$ cat src/rtl/sha256_msg_sched.sv
// SHA-256 message schedule: expands one 512-bit block into W[0..63] through a
// 16-word sliding window, one word per valid/ready handshake.
module sha256_msg_sched (
  input  logic         clock,
  input  logic         reset,
  input  logic         start,
  input  logic [511:0] block_in,
  output logic [31:0]  w_out,
  output logic [5:0]   w_index,
  output logic         w_valid,
  input  logic         w_ready,
  output logic         busy,
  output logic         done
);

  typedef enum logic {IDLE, RUN} state_t;

  state_t      state_q, state_d;
  logic [5:0]  t_q, t_d;
  logic [31:0] win_q [16];
  logic [31:0] win_d [16];
  logic        done_q, done_d;
  logic        hs;
  logic [31:0] w_new;

  function automatic logic [31:0] sig0(input logic [31:0] x);
    return {x[6:0], x[31:7]} ^ {x[17:0], x[31:18]} ^ (x >> 3);
  endfunction

  function automatic logic [31:0] sig1(input logic [31:0] x);
    return {x[16:0], x[31:17]} ^ {x[18:0], x[31:19]} ^ (x >> 10);
  endfunction

  always_comb begin
    state_d = state_q;
    t_d     = t_q;
    win_d   = win_q;
    done_d  = 1'b0;
    hs      = (state_q == RUN) && w_ready;
    // window[15] is about to become W[t+16]
    w_new   = sig1(win_q[14]) + win_q[9] + sig0(win_q[1]) + win_q[0];
    case (state_q)
      IDLE: begin
        if (start) begin
          state_d = RUN;
          t_d     = '0;
          for (int i = 0; i < 16; i++) begin
            win_d[i] = block_in[32*(15-i) +: 32];
          end
        end
      end
      RUN: begin
        if (hs) begin
          for (int i = 0; i < 15; i++) begin
            win_d[i] = win_q[i+1];
          end
          win_d[15] = w_new;
          if (t_q == 6'd63) begin
            state_d = IDLE;
            t_d     = '0;
            done_d  = 1'b1;
          end else begin
            t_d = t_q + 6'd1;
          end
        end
      end
      default: state_d = IDLE;
    endcase
  end

  always_ff @(posedge clock or posedge reset) begin
    if (reset) begin
      state_q <= IDLE;
      t_q     <= '0;
      done_q  <= 1'b0;
      for (int i = 0; i < 16; i++) begin
        win_q[i] <= '0;
      end
    end else begin
      state_q <= state_d;
      t_q     <= t_d;
      done_q  <= done_d;
      win_q   <= win_d;
    end
  end

  // t is cleared on leaving RUN, so w_index needs no gating
  assign w_valid = (state_q == RUN);
  assign busy    = (state_q == RUN);
  assign w_out   = (state_q == RUN) ? win_q[0] : 32'd0;
  assign w_index = t_q;
  assign done    = done_q;

endmodule

$ cat config.mk
export PLATFORM = sky130hd
export DESIGN_NAME = sha256_msg_sched
export DESIGN_NICKNAME = d
export VERILOG_FILES = /design/src/rtl/sha256_msg_sched.sv
export SDC_FILE = /design/constraint.sdc
export NUM_CORES = 2
export LEC_CHECK = 0
export CAP_MARGIN = 30
export CORE_MARGIN = 10
export CORE_UTILIZATION = 48
export CTS_CLUSTER_DIAMETER = 120
export CTS_CLUSTER_SIZE = 8
export DETAILED_ROUTE_END_ITERATION = 16
export PLACE_DENSITY_LB_ADDON = 0.25
export SYNTH_ARGS = -nofsm -noshare
export SYNTH_HDL_FRONTEND = slang
export SYNTH_SLANG_ARGS = --single-unit
export TNS_END_PERCENT = 10
$ cat constraint.sdc
create_clock -name clock -period 19.2 [get_ports clock]
set_input_delay 4.8 -clock clock [delete_from_list [all_inputs] [get_ports clock]]
set_output_delay 4.8 -clock clock [all_outputs]
set_load 0.02 [all_outputs]
=== Word level (Yosys, flattened, before mapping) ===
Cells that the tools add are included.
W data, S select, Z words.

* Multiplexer cells: 15
* Reduce and logical (&&, ||, !) cells: 2
* Bitwise operators: 5
* Equality and inequality tests: 3
* Add/subtract/negate cells: 4

{| class="wikitable"
|+ Operator list
! kind !! number
|-
| $mux W512 || 2
|-
| $pmux W512 S2 || 1
|-
| $add A32 B32 Y32 || 3
|-
| $xor A32 B32 Y32 || 2
|-
| $mux W32 || 1
|-
| $xor A32 B22 Y32 || 1
|-
| $xor A32 B29 Y32 || 1
|-
| $mux W6 || 3
|-
| $pmux W6 S2 || 1
|-
| $add A6 B1 Y6 const B || 1
|-
| $eq A6 B6 Y1 const B || 1
|-
| $mux W1 || 6
|-
| $ne A2 B1 Y1 const B || 1
|-
| $ne A2 B2 Y1 const B || 1
|-
| $pmux W1 S2 || 1
|-
| $reduce_and A2 Y1 || 1
|-
| $logic_and A1 B1 Y1 || 1
|-
| $not A1 Y1 || 1
|}

* Flip-flop bits (word level): 520
* Bits of input ports: 516

=== Depth between registers and ports, before layout ===
* Depth in word-level cells: 7
* Gate-level depth with buffers: 15
* Mapped depth without buffers: 14

=== Worst setup path after synthesis ===
OpenSTA, ideal clock, no wires.

* Kind: register to output
* From: reg state_q (netlist: busy)
* To: out w_out[0]
* Path buffers: 3
* Data arrival time: 1.470 ns
* Setup slack: 12.930 ns
* Required time: 14.400 ns
* Stages on the path, launching flop included: 5
* Cells stage by stage: dfrtp_1 -> buf_2 -> clkbuf_1 -> clkbuf_1 -> and2_1

* Cells in the longest elaborated chain, start to end: 1

{| class="wikitable"
|+ Ends and longest elaborated chain
! item !! line !! source
|-
| from (decl) || 18 || <nowiki>state_t state_q, state_d;</nowiki>
|-
| from (signal assigned) || 80 || <nowiki>state_q <= state_d;</nowiki>
|-
| $mux W32 || 90 || <nowiki>assign w_out = (state_q == RUN) ? win_q[0] : 32'd0;</nowiki>
|-
| to (decl) || 8 || <nowiki>output logic [31:0] w_out,</nowiki>
|}

No other way between the ends.

=== Worst setup path in the final report ===
* From: in w_ready
* To: reg win_q[236] (netlist name)

* Cells in the longest elaborated chain, start to end: 3

{| class="wikitable"
|+ Ends and longest elaborated chain
! item !! line !! source
|-
| from (decl) || 11 || <nowiki>input logic w_ready,</nowiki>
|-
| $logic_and A1 B1 Y1 || 39 || <nowiki>hs = (state_q == RUN) && w_ready;</nowiki>
|-
| $ne A2 B1 Y1 (no source line) || n/a ||
|-
| $reduce_and A2 Y1 (no source line) || n/a ||
|-
| to (signal assigned) || 83 || <nowiki>win_q <= win_d;</nowiki>
|-
| to (decl) || 20 || <nowiki>logic [31:0] win_q [16];</nowiki>
|}

No other way between the ends.
A chain may end at the register's enable or synchronous reset.

==> metrics.txt <==
Synth Warn #=0; Worst Tran Pin Value=1.247 ns; die height=262.9 um; share of the synthesized area in the top cell type=45.97%; post-route ant nets=0; Hold Slack=0.4797 ns; Worst Setup End Kind=flip-flop; Hold Crit Class=reg -> reg; fmax=0.1134 GHz; storage element area=13020 um^2; Placer Congestion=0.9269; row cnt=88; syn_nets=3502; Starting Density=48.79%; Power Internal=3.370 mW; clock slew seen by the registers of the worst setup and hold paths=0.05 ns; postcts setup bufs=0; max_slew headroom=16.90%; layout cells sized above 1=3.754%; fin. max-slew vios=0; initial antenna violation count=25; Synth Area in Adders=5.799%; Clock Skew=0.02216 ns; post-DP HPWL=80.14 mm; Max-cap violations=0; total number of vias=22600; Final Core Density=62.71%; first-pass GRT wire length=151.8 mm; top_reg_cell synth=dfrtp_1; clk sinks=520; Final Cell Area=36390 um^2; die area=69090 um^2; Synth Area in Compound Gates=12.17%; Worst VDD drop=122.4 uV; Mapped Avg Cell Area=9.789 um^2; Clock Power Share=19.3%; CP Launch Type=input port; Combinational Power Share=53.2%; total grt overflow=0; H-Tree Depth=3; mux cell area share after synthesis=17.66%; Synth Area in XOR/XNOR=4.424%; synth top area cells=dfrtp_1 (46%), mux2i_1 (18%), o21ai_1 (9.1%), nand2_1 (6.9%), fa_1 (4.4%); Initial DRC Count=2079; Top Ports=557; via/cell ratio=5.494; cts hold-fix bufs=0; clk buf depth=3; post-CTS resize count=0; die width=262.9 um; CP required=19.73 ns; GRT Overall Usage=29.09%; Clock Latency Late Sink=0.61 ns; CTS tree=done; P_sw=2.770 mW; kind of critical path=in -> reg; core area=58030 um^2; # setup viols final=0; switching portion of total power=45.11%; Post-Syn Area=28310 um^2; Setup TNS=0 ns; Area after DPL=34220 um^2; PwrDens=168.7 nW/um^2; Synth Register Bits=520; status=finished, final reports clean; Pleak=18.62 nW; Final Hold Fails=0; main combinational cell family by area after synthesis=multiplexers; fin crit share=45.94%; WL final=103.0 mm; pre-CTS setup slack=9.530 ns; Fillers=4751; Final Non-Filler Cells=4113; crit-path max FO=267; cell taking the most area after synthesis=dfrtp_1; Worst Slack Setup Final=10.38 ns; Multi-input gate area=13900 um^2; post-synthesis cell count=2892; fin crit period=8.821 ns; Inst Count DP=4009; drt wl/cell=25.04 um; sequential share of the synthesized area=45.97%; Post-synth EDFFs=0; vias in the first global route=23450; clock buffer count from CTS=74; router iterations before antenna repair=5; P&R area growth vs syn=28.54%; arrival time at the worst endpoint=9.35 ns; Post-Synth Simple-Gate Area=9.012%; Sequential Power Share=27.5%; ys async rst share=100.0%; overall power=6.140 mW; RSZ-0062 raised after global routing=false; Residual DRC=0; largest net degree at the start of global routing=268; root buffer cell=clkbuf_16; post-layout net count=3934; unique cell type count in the Yosys netlist=60; port bufs=556
power groups by stage:
stage | sequential [mW] | combinational, mW | clock [mW]
after global routing | 1.71 | 3.58 | 1.24
final | 1.69 | 3.27 | 1.18
after floorplan | 1.52 | 2.25 | 0
after global placement | 1.68 | 3.21 | 0
after detailed placement | 1.69 | 3.23 | 0
after CTS | 1.68 | 3.24 | 1.20
placed cells by master (no fill, tap or decap), types with 2 or more instances in the layout:
| master | count |
|---|---|
| clkinv_16 | 2 |
| or3_1 | 2 |
| fa_1 | 62 |
| buf_16 | 7 |
| a21oi_1 | 48 |
| o21ai_0 | 14 |
| o21ai_1 | 512 |
| nand3_1 | 14 |
| a21o_1 | 15 |
| nand2b_1 | 4 |
| o31ai_1 | 5 |
| a31oi_1 | 4 |
| nand4_1 | 6 |
| xor2_1 | 50 |
| nor2_1 | 52 |
| and3_1 | 9 |
| a311oi_1 | 2 |
| ha_1 | 32 |
| nor2b_1 | 8 |
| o21bai_1 | 3 |
| dfrtp_1 | 519 |
| nand2_1 | 524 |
| mux2_1 | 4 |
| a211oi_1 | 9 |
| mux2i_1 | 495 |
| diode_2 | 18 |
| clkbuf_16 | 76 |
| clkdlybuf4s50_1 | 556 |
| inv_1 | 123 |
| a32oi_1 | 2 |
| and2_1 | 8 |
| xnor2_1 | 93 |
| a221oi_1 | 2 |
| buf_12 | 5 |
| nor3_1 | 4 |
| a22oi_1 | 8 |
| buf_4 | 17 |
path summary, 6_finish.rpt:
check	from	endpoint	slack, ns	cells past startpoint
max in group asynchronous	reset	win_q[122]	11.97	5
min	win_q[426]	win_q[426]	0.48	2
min reg2reg	win_q[426]	win_q[426]	0.48	2
max	w_ready	win_q[236]	10.38	9
min in group asynchronous	reset	win_q[444]	4.81	3
max reg2reg	win_q[50]	win_q[27]	14.18	14
registers in the layout (all words and copies together) (netlist names):
name / cells
done: 1
win_q: 512
busy: 1
w_index: 6
kinds of logic (layout without fill, tap and decap cells):
kind of cell / after synthesis / count (layout)
flip-flops: 520 / 520
buffers and inverters: 354 / 792
XOR/XNOR: 143 / 143
multiplexers: 499 / 499
AND/OR/NAND/NOR: 639 / 639
AO/OA/AOI/OAI: 643 / 643
other: 0 / 18
adder cells (fa/ha/maj): 94 / 94
cell usage after synthesis (2+ instances only):
master	count
nand4_1	6
and2_1	8
or3_1	2
a32oi_1	2
nor2_1	53
nand3_1	14
o21ai_0	14
a22oi_1	8
dfrtp_1	520
mux2i_1	495
fa_1	62
xnor2_1	93
nor3_1	4
xor2_1	50
ha_1	32
o21bai_1	3
inv_1	124
and3_1	9
nor2b_1	9
mux2_1	4
o21ai_1	512
a211oi_1	9
buf_1	10
nand2b_1	4
buf_2	59
clkbuf_1	159
a31oi_1	4
a21oi_1	48
a21o_1	15
o31ai_1	5
nand2_1	524
a221oi_1	2
a311oi_1	2
worst max-delay path: stages:
cell,delay [ns]
clkdlybuf4s50_1,0.77
and2_1,0.65
nor2_4,0.44
buf_12,0.56
buf_4,0.80
buf_4,0.29
buf_16,0.33
nand2_1,0.11
o21ai_1,0.10
layout make-up:
type | count | area share, %
Antenna cell | 18 | 0.1238
Clock buffer | 77 | 5.237
Clock inverter | 5 | 0.2888
Inverter | 125 | 1.300
Multi-Input combinational cell | 2018 | 38.20
Sequential cell | 520 | 35.77
Tap cell | 765 | 2.630
Timing Repair Buffer | 585 | 16.45
per-layer routing:
layer,routed length [um],global-route usage (%),vias up
met4,2273,8.195,18
met1,43350,38.34,11050
met5,110,0,-
li1,-,-,10600
met3,7267,6.618,135
met2,49970,47.34,792
Note: power is estimated with default switching activity, not from simulation.
